File: src/rtl/fp_addsub_pkg.sv
// Shared types and constants for the add/sub sequencer and its arbiter.
package fp_addsub_pkg;

  localparam int unsigned PKG_FLEN  = 32;
  localparam int unsigned PKG_TAG_W = 5;

  typedef enum logic [2:0] {
    S_IDLE  = 3'd0,
    S_ALIGN = 3'd1,
    S_ADD   = 3'd2,
    S_NORM  = 3'd3,
    S_ROUND = 3'd4,
    S_DONE  = 3'd5
  } seq_state_e;

  localparam logic [2:0] RM_RNE = 3'd0;
  localparam logic [2:0] RM_RTZ = 3'd1;
  localparam logic [2:0] RM_RDN = 3'd2;
  localparam logic [2:0] RM_RUP = 3'd3;
  localparam logic [2:0] RM_RMM = 3'd4;

  localparam int unsigned FFLAG_NV = 4;
  localparam int unsigned FFLAG_DZ = 3;
  localparam int unsigned FFLAG_OF = 2;
  localparam int unsigned FFLAG_UF = 1;
  localparam int unsigned FFLAG_NX = 0;

  typedef struct packed {
    logic [PKG_FLEN-1:0]  a;
    logic [PKG_FLEN-1:0]  b;
    logic                 sub;
    logic [2:0]           rm;
    logic [PKG_TAG_W-1:0] tag;
  } addsub_req_t;

endpackage

File: src/rtl/rr_arb2.sv
// Two-requester round-robin arbiter; the pointer flips to the other port after every grant.
module rr_arb2
  import fp_addsub_pkg::*;
(
  input  logic clk,
  input  logic reset_n,
  input  logic en,
  input  logic req0,
  input  logic req1,
  output logic gnt0,
  output logic gnt1
);

  logic ptr_q, ptr_d;

  always_comb begin
    gnt0  = en & req0 & (~req1 | ~ptr_q);
    gnt1  = en & req1 & (~req0 | ptr_q);
    ptr_d = ptr_q;
    if (gnt0)      ptr_d = 1'b1;
    else if (gnt1) ptr_d = 1'b0;
  end

  always_ff @(posedge clk or negedge reset_n) begin
    if (!reset_n) ptr_q <= 1'b0;
    else          ptr_q <= ptr_d;
  end

endmodule

File: src/rtl/fp_addsub_seq.sv
// Sequencer for the shared FP add/sub datapath: arbitrates two requesters, steps
// the stage enables, bypasses special operands and holds the response until taken.
//   state | meaning
//   IDLE  | waiting for a request
//   ALIGN | unpack/align; dp_special sampled here
//   ADD   | mantissa add
//   NORM  | normalize
//   ROUND | round; result captured on exit
//   DONE  | response presented until resp_ready
module fp_addsub_seq
  import fp_addsub_pkg::*;
#(
  parameter int TAG_W = 5,
  parameter int FLEN  = 32
) (
  input  logic             clk,
  input  logic             reset_n,
  input  logic             flush,
  input  logic             req0_valid,
  output logic             req0_ready,
  input  logic [FLEN-1:0]  req0_a,
  input  logic [FLEN-1:0]  req0_b,
  input  logic             req0_sub,
  input  logic [2:0]       req0_rm,
  input  logic [TAG_W-1:0] req0_tag,
  input  logic             req1_valid,
  output logic             req1_ready,
  input  logic [FLEN-1:0]  req1_a,
  input  logic [FLEN-1:0]  req1_b,
  input  logic             req1_sub,
  input  logic [2:0]       req1_rm,
  input  logic [TAG_W-1:0] req1_tag,
  output logic [FLEN-1:0]  dp_a,
  output logic [FLEN-1:0]  dp_b,
  output logic             dp_sub,
  output logic [2:0]       dp_rm,
  output logic             st_align_en,
  output logic             st_add_en,
  output logic             st_norm_en,
  output logic             st_round_en,
  input  logic             dp_special,
  input  logic [FLEN-1:0]  dp_result,
  input  logic [4:0]       dp_fflags,
  output logic             resp_valid,
  input  logic             resp_ready,
  output logic [FLEN-1:0]  resp_result,
  output logic [4:0]       resp_fflags,
  output logic [TAG_W-1:0] resp_tag,
  output logic             resp_src,
  output logic             busy
);

  seq_state_e       state_q, state_d;
  logic [FLEN-1:0]  a_q, a_d, b_q, b_d, res_q, res_d;
  logic             sub_q, sub_d, src_q, src_d;
  logic [2:0]       rm_q, rm_d;
  logic [TAG_W-1:0] tag_q, tag_d;
  logic [4:0]       flags_q, flags_d;
  logic             accept_en, gnt0, gnt1;

  assign accept_en = (state_q == S_IDLE) & ~flush;

  rr_arb2 u_arb (
    .clk     (clk),
    .reset_n (reset_n),
    .en      (accept_en),
    .req0    (req0_valid),
    .req1    (req1_valid),
    .gnt0    (gnt0),
    .gnt1    (gnt1)
  );

  always_comb begin
    state_d = state_q;
    a_d     = a_q;
    b_d     = b_q;
    sub_d   = sub_q;
    rm_d    = rm_q;
    tag_d   = tag_q;
    src_d   = src_q;
    res_d   = res_q;
    flags_d = flags_q;
    if (flush) begin
      state_d = S_IDLE;
    end else begin
      case (state_q)
        S_IDLE: begin
          if (gnt0 | gnt1) begin
            state_d = S_ALIGN;
            a_d     = gnt1 ? req1_a   : req0_a;
            b_d     = gnt1 ? req1_b   : req0_b;
            sub_d   = gnt1 ? req1_sub : req0_sub;
            rm_d    = gnt1 ? req1_rm  : req0_rm;
            tag_d   = gnt1 ? req1_tag : req0_tag;
            src_d   = gnt1;
          end
        end
        S_ALIGN: begin
          if (dp_special) begin
            state_d = S_DONE;
            res_d   = dp_result;
            flags_d = dp_fflags;
          end else begin
            state_d = S_ADD;
          end
        end
        S_ADD:   state_d = S_NORM;
        S_NORM:  state_d = S_ROUND;
        S_ROUND: begin
          state_d = S_DONE;
          res_d   = dp_result;
          flags_d = dp_fflags;
        end
        S_DONE:  if (resp_ready) state_d = S_IDLE;
        default: state_d = S_IDLE;
      endcase
    end
  end

  always_ff @(posedge clk or negedge reset_n) begin
    if (!reset_n) begin
      state_q <= S_IDLE;
      a_q     <= '0;
      b_q     <= '0;
      sub_q   <= 1'b0;
      rm_q    <= '0;
      tag_q   <= '0;
      src_q   <= 1'b0;
      res_q   <= '0;
      flags_q <= '0;
    end else begin
      state_q <= state_d;
      a_q     <= a_d;
      b_q     <= b_d;
      sub_q   <= sub_d;
      rm_q    <= rm_d;
      tag_q   <= tag_d;
      src_q   <= src_d;
      res_q   <= res_d;
      flags_q <= flags_d;
    end
  end

  assign req0_ready  = gnt0;
  assign req1_ready  = gnt1;
  assign dp_a        = a_q;
  assign dp_b        = b_q;
  assign dp_sub      = sub_q;
  assign dp_rm       = rm_q;
  assign st_align_en = (state_q == S_ALIGN);
  assign st_add_en   = (state_q == S_ADD);
  assign st_norm_en  = (state_q == S_NORM);
  assign st_round_en = (state_q == S_ROUND);
  assign resp_valid  = (state_q == S_DONE);
  assign resp_result = res_q;
  assign resp_fflags = flags_q;
  assign resp_tag    = tag_q;
  assign resp_src    = src_q;
  assign busy        = (state_q != S_IDLE);

endmodule

File: config.mk
export PLATFORM = sky130hd
export DESIGN_NAME = fp_addsub_seq
export DESIGN_NICKNAME = d
export VERILOG_FILES = /design/src/rtl/fp_addsub_pkg.sv /design/src/rtl/rr_arb2.sv /design/src/rtl/fp_addsub_seq.sv
export SDC_FILE = /design/constraint.sdc
export NUM_CORES = 1
export LEC_CHECK = 0
export CORE_AREA = 4 4 129 131
export DETAILED_ROUTE_END_ITERATION = 12
export DIE_AREA = 0 0 133 135
export MAX_ROUTING_LAYER = met4
export PLACE_DENSITY_LB_ADDON = 0.2
export SLEW_MARGIN = 20
export SYNTH_ARGS = -nofsm -noshare
export SYNTH_HDL_FRONTEND = slang
export SYNTH_SLANG_ARGS = --single-unit
File: constraint.sdc
create_clock -name clk -period 1.55 [get_ports clk]
set_input_delay 0.3875 -clock clk [delete_from_list [all_inputs] [get_ports clk]]
set_output_delay 0.3875 -clock clk [all_outputs]
set_load 0.01 [all_outputs]
Word level (Yosys, flattened, before mapping)
Index checks and enable logic that the tools add are counted.
- register bits: 115
- bits of input ports: 190
- word-level logic and storage cells: 53
- equal/unequal tests: 8
- muxes and demuxes: 16
- bitwise gates (word level): 12
- reductions and logical operators: 7
- operator list (cell ; count):
    $mux W32 ; 3
    $pmux W32 S2 ; 1
    $pmux W3 S6 ; 1
    $mux W3 ; 5
    $mux W5 ; 2
    $pmux W5 S2 ; 1
    $eq A3 B2 Y1 const B ; 2
    $eq A3 B3 Y1 const B ; 2
    $ne A3 B2 Y1 const B ; 2
    $reduce_and A3 Y1 ; 2
    $and A1 B1 Y1 ; 5
    $not A1 Y1 ; 4
    $reduce_bool A2 Y1 ; 2
    $eq A3 B1 Y1 const B ; 1
    $logic_not A3 Y1 ; 1
    $mux W1 ; 3
    $or A1 B1 Y1 ; 3
    $reduce_bool A3 Y1 ; 1
    $ne A2 B1 Y1 const B ; 1
    $reduce_and A2 Y1 ; 1

Longest topological paths before layout
- depth after elaboration: 8
- mapped depth: 6
- gate-level depth less buffers: 3

Cells and area by module
A second synthesis with hierarchy kept.
- cell total of the unflattened synthesis: 488
- area total of the unflattened synthesis: 6125.9 um^2
- by module, submodules not included (module ; instances ; cells each ; area an instance (um^2) ; sequential area each (um^2)):
    fp_addsub_seq ; 1 ; 480 ; 6064.6 ; 2852.7
    rr_arb2 ; 1 ; 8 ; 61.3 ; 25.0

Worst setup path before layout
OpenSTA, ideal clock, no wires.
- path kind: register -> output
- from: register state_q[0]
- to: output port req0_ready
- arrival: 1367 ps
- data required time: 1162 ps
- path slack: -205 ps
- cell stages (with the launch flop): 6
- path buffers: 2
- path through: dfrtp_1 -> buf_4 -> nor4_4 -> buf_2 -> nand2_1 -> a21oi_1
- word-level cells in the longest chain between the ends: 4
- ends and longest elaborated chain (item ; RTL line ; RTL):
    start: declaration ; fp_addsub_seq.sv:53 ; seq_state_e state_q, state_d;
    start signal: assignment ; fp_addsub_seq.sv:132 ; state_q <= state_d;
    $logic_not A3 Y1 ; fp_addsub_seq.sv:61 ; assign accept_en = (state_q == S_IDLE) & ~flush;
    $and A1 B1 Y1 ; fp_addsub_seq.sv:61 ;
    $and A1 B1 Y1 (2 in a row) ; rr_arb2.sv:17 ; gnt0 = en & req0 & (~req1 | ~ptr_q);
    end: declaration ; fp_addsub_seq.sv:20 ; output logic req0_ready,
No other way between the ends.

Worst setup path in the final report
- from: register state_q[2]
- to: output port req0_ready
Same word-level chain as after synthesis.

==> metrics.cfg <==
[pwr]
powerDensity_mw_per_mm2 = 1366
clkPwrFrac_pct = 27.2
p_comb_share_pct = 37.3
peakVddDrop_mv = 0.7352
p_int_mw = 8.734
p_sw_mw = 4.136
sw_frac_of_total_pct = 32.13
p_leak_nw = 4.065
power_mw = 12.87
power_frac_seq_pct = 35.5

[logic_synthesis]
ys_seq_area_share_pct = 53.68
synth_seq_cells = 115
synthCells = 543
syn-num-nets = 733
yosysUniqueCellTypes = 28
netlist_area_sq_mm = 0.005361
yosys_warnings = 0
syn_area_per_cell_sq_um = 9.874

[grt]
track_usage_pct = 23.51
overflow = 0
grt_pass1_vias = 6078
antenna_found_initial = 0
grt_max_degree = 74
grt_pass1_wl_microns = 32540

[place]
place_area_sq_mm = 0.008821
dp_cells = 1039
routabilityCongestion = 0.8450
dp_hpwl_microns = 14970
port_buffers = 308

[clock_tree]
cts_max_level = 4
cts_root_buffer = clkbuf_16
clk_latency_ns = 0.41
clkTransAtPathRegs_ns = 0.05
cts_tree = yes
cts_sinks = 115
ctsLongestPathBuffers = 2
cts_buffers = 17

[worst_setup_path]
cp-start-kind = register
path_class = reg2out
cp_max_fo = 3
path_cells = nor4_4, buf_4, nand2_2, a21oi_2, buf_2
slowest_stage = dfrtp_1
crit_required_ns = 1.16
worstPathArrival_ns = 1.60
max_stage_delay_ns = 0.40
worstSetupEndpointType = primary output

[floorplan]
ios = 309
die_area_sq_mm = 0.01796
die_y_microns = 135
fp-row-count = 46
fp.dieW_microns = 133
core_area_sq_mm = 0.01560
start_util_pct = 34.37

[timing]
hold_violations = 0
worst_slack_ns = -0.4424
grt_setup_unrepaired = yes
finalSetupViolations = 119
slew_headroom_pct = 45.98
skew_ns = 0.006037
worst_pin_slew_ns = 0.8103
drv_slew = 0
fmax_ghz = 0.5019
fin_setup_tns_ns = -35.82
fin_crit_sh_pct = 128.5
min_period_ns = 1.992

[finish]
drive_above_1_share_pct = 15.13
layout_commonest_cell = clkdlybuf4s50_1
nNetsFinal = 1039
final_cells = 1075
num_antenna_cells = 0
area_delta_synth_final_pct = 75.68
design_area_sq_mm = 0.009419
final_cell_mix = clkdlybuf4s50_1, dfrtp_1, dlygate4sd2_1

[detailed_routing]
drt-total-wl_microns = 20800
drtAntennaViolNets = 0
routedWlPerCell_microns = 19.35
drtIter0Drc = 323
drc = 0
firstDrtPassIters = 5
vias = 5791
vias_per_cell = 5.387

[status]
outcome = finished, violations left
violations = negative setup slack

[flow_run]
maxCapViolations = 0

[min_path]
hold_path_class = in2reg

cell type report:
type	count	area, sq um
tap	216	270.3
sequential	115	2878
multi-input combinational	363	2258
timing repair buffer	350	3476
clock inverter	5	27.53
inverter	2	7.507
fill	1333	6178
clock buffer	24	501.7
power groups by stage:
stage                     Sequential [mW]  Clock [mW]  Combinational, mW
after floorplan                      5.05           0               1.59
after global routing                 4.68        3.71               5.21
final                                4.57        3.50               4.80
after CTS                            4.58        3.58               4.91
after detailed placement             4.63           0               5.38
after global placement               4.58           0               5.30
flip-flops by register name (all words and copies together) (netlist names):
| signal | count |
|---|---|
| dp_rm | 3 |
| dp_b | 32 |
| dp_sub | 1 |
| dp_a | 32 |
| resp_result | 32 |
| state_q | 3 |
| resp_fflags | 5 |
| resp_src | 1 |
| u_arb.ptr_q | 1 |
| resp_tag | 5 |
synth_stat cells, drive strengths merged:
cell / number / area (sq um)
dfrtp: 115 / 2878
a21oi: 80 / 400.4
a31oi: 74 / 462.9
nand3: 73 / 365.4
o21ai: 73 / 365.4
clkbuf: 46 / 172.7
mux2: 37 / 416.7
buf: 17 / 111.4
nor3b: 5 / 37.54
nand2b: 3 / 18.77
inv: 2 / 7.500
nand2: 2 / 7.510
nor2: 2 / 7.510
nor3: 2 / 10.01
or3: 2 / 12.51
a211o: 1 / 8.760
a21o: 1 / 7.510
and2: 1 / 6.260
and3: 1 / 6.260
and3b: 1 / 8.760
nand3b: 1 / 7.510
nor2b: 1 / 6.260
nor4: 1 / 21.27
o2bb2ai: 1 / 8.760
or2: 1 / 6.260
cell families after synthesis:
group / Yosys count / synth area share [%]
buffers and inverters: 65 / 5.437
and+or+nand+nor: 96 / 9.732
muxes: 37 / 7.771
AOI/OAI and AO/OA: 230 / 23.38
DFF: 115 / 53.68
per-stage QoR:
stage               worst slack [ns]  hold slack [ns]  utilization (%)
floorplan                   -0.04798          0.09191                -
global placement             -0.9351           0.3506            56.55
detailed placement           -0.9199           0.3564            56.55
CTS                          -0.4595           0.4578            59.63
global route                 -0.5289           0.4855            60.39
finish                       -0.4424           0.4747            60.39
per-layer routing:
layer	up-vias	global-route usage, %	share of wire (%)
li1	2642	-	-
met4	0	9.065	2.5
met3	45	7.303	8.8
met1	2785	28.76	40
met5	-	-	0
met2	319	36.65	48
final timing paths:
check                        endpoint  cells past startpoint  slack, ns  startpoint
setup reg to reg             dp_b[18]                      6      -0.38  state_q[2]
max in group asynchronous     dp_a[6]                      3       0.51     reset_n
hold / removal               resp_src                      3       0.47  req1_valid
hold reg to reg              resp_src                      1       0.50    resp_src
setup / recovery           req0_ready                      5      -0.44  state_q[2]
min in group asynchronous    dp_b[22]                      2       0.51     reset_n
critical path, delay by kind of cell (launching register included):
family / cells / cell delay, ns
AO/OA/AOI/OAI: 1 / 0.11
buffers and inverters: 2 / 0.33
flip-flops: 1 / 0.40
AND/OR/NAND/NOR: 2 / 0.36
what timing repair did:
| action | CTS | global route |
|---|---|---|
| gates resized for setup | 124 | 39 |
| setup endpoints to repair | 230 | 150 |
| buffers inserted | 5 | 2 |
| pin swaps | 4 | 0 |
| endpoints found under the hold margin | 24 | 0 |
| hold buffers | 1 | 0 |
Note: power is estimated with default switching activity, not from simulation.
